### src/rtl/instruction_fetch_controller.sv
// ============================================================================
//  Module      : instruction_fetch_controller
//  Description : Owns the LEGv8 program counter, reads the combinational
//                instruction memory after MEM_WAIT extra cycles and hands each
//                word plus its address to decode over a valid/ready handshake.
//  Revision    : 1.0 - initial release
// ============================================================================
`default_nettype none

module instruction_fetch_controller #(
    parameter int ADDR_WIDTH = 12,
    parameter int INST_WIDTH = 32,
    parameter int RESET_PC   = 0,
    parameter int MEM_WAIT   = 0
) (
    input  logic                  clk,
    input  logic                  reset,
    input  logic                  start,
    input  logic                  halt,
    input  logic                  branchTaken,
    input  logic [ADDR_WIDTH-1:0] branchTarget,
    output logic [ADDR_WIDTH-1:0] pcAddr,
    input  logic [INST_WIDTH-1:0] Inst,
    output logic [INST_WIDTH-1:0] instOut,
    output logic [ADDR_WIDTH-1:0] pcOut,
    output logic                  instValid,
    input  logic                  instReady,
    output logic                  busy
);

    localparam logic [1:0] c_ST_IDLE  = 2'd0;
    localparam logic [1:0] c_ST_FETCH = 2'd1;
    localparam logic [1:0] c_ST_HOLD  = 2'd2;

    localparam logic [2:0]            c_MEM_WAIT = 3'(MEM_WAIT);
    localparam logic [ADDR_WIDTH-1:0] c_RESET_PC = ADDR_WIDTH'(RESET_PC);
    localparam logic [ADDR_WIDTH-1:0] c_PC_STEP  = ADDR_WIDTH'(4);

    logic [1:0]            r_state;
    logic [2:0]            r_wait_cnt;
    logic [ADDR_WIDTH-1:0] r_pc_addr;
    logic [INST_WIDTH-1:0] r_inst_out;
    logic [ADDR_WIDTH-1:0] r_pc_out;
    logic                  r_inst_valid;
    logic                  r_busy;

    logic [1:0]            w_state_nxt;
    logic [2:0]            w_wait_nxt;
    logic [ADDR_WIDTH-1:0] w_pc_addr_nxt;
    logic [INST_WIDTH-1:0] w_inst_out_nxt;
    logic [ADDR_WIDTH-1:0] w_pc_out_nxt;
    logic                  w_inst_valid_nxt;
    logic [ADDR_WIDTH-1:0] w_target;
    logic                  w_unused_tgt_lsbs;

    // Branch targets are word addresses; the byte-offset bits are dropped.
    assign w_target          = {branchTarget[ADDR_WIDTH-1:2], 2'b00};
    assign w_unused_tgt_lsbs = ^branchTarget[1:0];

    always_comb begin
        w_state_nxt      = r_state;
        w_wait_nxt       = r_wait_cnt;
        w_pc_addr_nxt    = r_pc_addr;
        w_inst_out_nxt   = r_inst_out;
        w_pc_out_nxt     = r_pc_out;
        w_inst_valid_nxt = r_inst_valid;

        case (r_state)
            c_ST_IDLE: begin
                if (branchTaken) begin
                    w_pc_addr_nxt = w_target;
                end
                if (start) begin
                    w_state_nxt = c_ST_FETCH;
                    w_wait_nxt  = 3'd0;
                end
            end
            c_ST_FETCH, c_ST_HOLD: begin
                if (halt) begin
                    w_state_nxt      = c_ST_IDLE;
                    w_inst_valid_nxt = 1'b0;
                end else if (branchTaken) begin
                    // Redirect wins over a same-cycle accept or capture.
                    w_state_nxt      = c_ST_FETCH;
                    w_pc_addr_nxt    = w_target;
                    w_inst_valid_nxt = 1'b0;
                    w_wait_nxt       = 3'd0;
                end else if (r_state == c_ST_HOLD) begin
                    if (instReady) begin
                        w_state_nxt      = c_ST_FETCH;
                        w_inst_valid_nxt = 1'b0;
                        w_wait_nxt       = 3'd0;
                    end
                end else if (r_wait_cnt != c_MEM_WAIT) begin
                    w_wait_nxt = r_wait_cnt + 3'd1;
                end else begin
                    w_state_nxt      = c_ST_HOLD;
                    w_inst_out_nxt   = Inst;
                    w_pc_out_nxt     = r_pc_addr;
                    w_inst_valid_nxt = 1'b1;
                    w_pc_addr_nxt    = r_pc_addr + c_PC_STEP;
                end
            end
            default: begin
                w_state_nxt      = c_ST_IDLE;
                w_inst_valid_nxt = 1'b0;
            end
        endcase
    end

    always_ff @(posedge clk) begin
        if (reset) begin
            r_state      <= c_ST_IDLE;
            r_wait_cnt   <= 3'd0;
            r_pc_addr    <= c_RESET_PC;
            r_inst_out   <= '0;
            r_pc_out     <= '0;
            r_inst_valid <= 1'b0;
            r_busy       <= 1'b0;
        end else begin
            r_state      <= w_state_nxt;
            r_wait_cnt   <= w_wait_nxt;
            r_pc_addr    <= w_pc_addr_nxt;
            r_inst_out   <= w_inst_out_nxt;
            r_pc_out     <= w_pc_out_nxt;
            r_inst_valid <= w_inst_valid_nxt;
            r_busy       <= (w_state_nxt != c_ST_IDLE);
        end
    end

    assign pcAddr    = r_pc_addr;
    assign instOut   = r_inst_out;
    assign pcOut     = r_pc_out;
    assign instValid = r_inst_valid;
    assign busy      = r_busy;

endmodule

`default_nettype wire

### config.mk
export PLATFORM = sky130hd
export DESIGN_NAME = instruction_fetch_controller
export DESIGN_NICKNAME = d
export VERILOG_FILES = /design/src/rtl/instruction_fetch_controller.sv
export SDC_FILE = /design/constraint.sdc
export NUM_CORES = 1
export LEC_CHECK = 0
export BUFFER_PORTS_ARGS = -buffer_cell sky130_fd_sc_hd__buf_4
export CAP_MARGIN = 20
export CELL_PAD_IN_SITES_DETAIL_PLACEMENT = 1
export CELL_PAD_IN_SITES_GLOBAL_PLACEMENT = 1
export CORE_MARGIN = 2
export CORE_UTILIZATION = 36
export CTS_CLUSTER_SIZE = 10
export DETAILED_ROUTE_END_ITERATION = 6
export GPL_ROUTABILITY_DRIVEN = 0
export HOLD_SLACK_MARGIN = 0.12
export PLACE_DENSITY_LB_ADDON = 0.1
export SLEW_MARGIN = 20
export SYNTH_ARGS = -nofsm -noshare
export SYNTH_HDL_FRONTEND = slang
export SYNTH_SLANG_ARGS = --single-unit
### constraint.sdc
create_clock -name clk -period 5.2 [get_ports clk]
set_input_delay 1.04 -clock clk [delete_from_list [all_inputs] [get_ports clk]]
set_output_delay 1.04 -clock clk [all_outputs]
set_load 0.02 [all_outputs]
==> flow_metrics.tcl <==
set metrics [dict create \
    status "complete, no violations" \
    avgViaCountPerCell 4.94 \
    met1_usage_pct 24.0 \
    grt_util_met3_pct 4.80 \
    die_area_sq_mm 0.00795 \
    final_common_cell "buf_4" \
    row_count 31 \
    synth_ff_type "dfxtp_1" \
    final_cell_mix "buf_4, nand2_1, dfxtp_1" \
    fp.dieW_microns 89.2 \
    path_class "primary input to flop" \
    routed_wl_microns 7350 \
    tns_ns 0 \
    antenna_found_initial 0 \
    post_cts_buffers 0 \
    initial_core_util_pct 36.6 \
    reg2reg_to "busy" \
    period_needed_ns 2.65 \
    r2r_slack_ns 2.69 \
    crit_path_start_kind "primary input" \
    period_share_pct 51.0 \
    busiest_layer "met2" \
    nNetsFinal 478 \
    drv_slew 0 \
    drc_errors 0 \
    clk_latency_ns 0.32 \
    io_buffers 101 \
    worst-path-max-fanout 43 \
    hp-start "instOut[23]" \
    fin_area_sq_mm 0.00358 \
    dr.pass1.iters 4 \
    grt_pass1_wl_microns 11900 \
    io_pins 108 \
    rsz0062_at_grt "no" \
    die_h_microns 89.2 \
    p_per_area_mw_per_mm2 299 \
    cts.clk_slew.worst_paths_ns 0.07 \
    grt_pass1_vias 2558 \
    cts_tree "yes" \
    endpoint_kind "flop" \
    drive_above_1_share_pct 29.4 \
    worstReg2RegStart "r_state[0]" \
    cts_buffer_depth 2 \
    numCtsBuffers 9 \
    area_growth_pct 37.2 \
    dp_hpwl_microns 5150 \
    ant_nets 0 \
    ctsResizeCount 0 \
    avgSynthCellArea_sq_um 7.89 \
    finalClockSkew_ns 0.00874 \
    syn_area_sq_mm 0.00261 \
    crit_required_ns 5.44 \
    maxCapViolations 0 \
    cts_sinks 59 \
    final_util_pct 50.2 \
    synth_edf_count 0 \
    ys_ff_latch 59 \
    finalSetupViolations 0 \
    n_fill_cell 926 \
    core_area_sq_mm 0.00714 \
    ff2ff_path_depth 6 \
    netlist-cell-type-count 44 \
    cts_root_buffer "clkbuf_8" \
    whs_endpoint "instOut[23]" \
    finalHoldViolations 0 \
    min_path_type "flop to flop" \
    tightestPinTransition_ns 0.992 \
    first_iter_violations 73 \
    async_flop_share_pct 0 \
    max_slew_margin_pct 33.7 \
    diodes 0 \
    ir_worst_vdd_mv 0.146 \
    postCtsHoldBufs 0 \
    yosys_warnings 0 \
    vias 2588 \
    gr-total-overflow 0 \
    arrival_ns 2.89 \
    grt_use_total_pct 19.0 \
    placed_area_sq_mm 0.00339 \
    syn_inst 331 \
    min_path_cells 2 \
    max_freq_mhz 377 \
    met2_usage_pct 32.3 \
    seq_area_frac_synth_pct 45.2 \
    h-tree-depth 3 \
    grt_start_max_net_pins 61 \
    power.leakage_nw 1.49 \
    routedWlPerCell_microns 14.0 \
]
## critical path: stages
cell and delay (ns):
buf_4 0.15, nor4b_2 0.38, nor2b_4 0.88, o22ai_1 0.21, a211oi_1 0.23
## cell usage after synthesis (all sizes together) (2+ instances only)
master	n	area [sq um]
nand2b	6	37.5
nor2b	5	31.3
nor2	12	45.0
inv	5	18.8
o21ai	12	60.1
and2	3	18.8
a311oi	2	17.5
a211oi	5	37.5
clkbuf	13	48.8
nand3	6	30.0
a21o	2	15.0
buf	13	80.1
and3	2	12.5
nor4b	2	23.8
o22ai	2	12.5
dfxtp	59	1180
o221a	2	22.5
ha	7	87.6
a31oi	2	12.5
and4	2	17.5
nand2	93	349
nor3	4	20.0
a21oi	57	285
## worst max-delay path by stage
stage	startpoint	to	slack (ns)
floorplan	branchTaken	r_wait_cnt[2]	2.98
finish	branchTaken	busy	2.55
global placement	branchTaken	busy	2.17
detailed placement	branchTaken	busy	2.15
CTS	branchTaken	busy	2.50
global route	branchTaken	busy	2.35
## report_power, final
part | internal [mW] | switching (mW)
logic | 0.0766 | 0.0957
registers | 0.472 | 0.0199
clock network | 0.230 | 0.179
## final cells by class
type	instances	area [sq um]	area share, %
Inverter	5	18.8	0.524
Sequential cell	59	1180	33.0
Multi-Input combinational cell	244	1300	36.3
Clock inverter	5	53.8	1.50
Tap cell	99	124	3.46
Timing Repair Buffer	102	766	21.4
Clock buffer	10	138	3.84
## kinds of logic (layout without fill, tap and decap cells)
family,after synthesis,count (layout),share of synthesized area [%]
muxes,1,1,0.431
and+or+nand+nor,141,141,24.2
AOI/OAI and AO/OA,91,91,21.0
adders and majority gates,7,7,3.35
buffers and inverters,31,122,5.65
other,1,4,0.144
DFF,59,59,45.2
## sequential cells by signal, summed over array words and instances, names as in the netlist
name        cells
busy            1
instOut        32
instValid       1
pcAddr         10
pcOut          10
r_state         2
r_wait_cnt      3
## layer usage
layer,vias up,part of all wire (%)
li1,1304,-
met1,1216,45
met2,64,49
met3,4,5.2
met4,0,0.64
met5,-,0
## per-stage QoR
step	instances	hold WS, ns	setup WS (ns)	total power [mW]
floorplan	334	0.466	2.98	0.600
global placement	509	0.442	2.17	0.672
detailed placement	509	0.449	2.15	0.676
CTS	524	0.457	2.50	1.09
global route	524	0.476	2.35	1.13
finish	524	0.454	2.55	1.07
No activity file was read; power rests on OpenSTA's default activity.
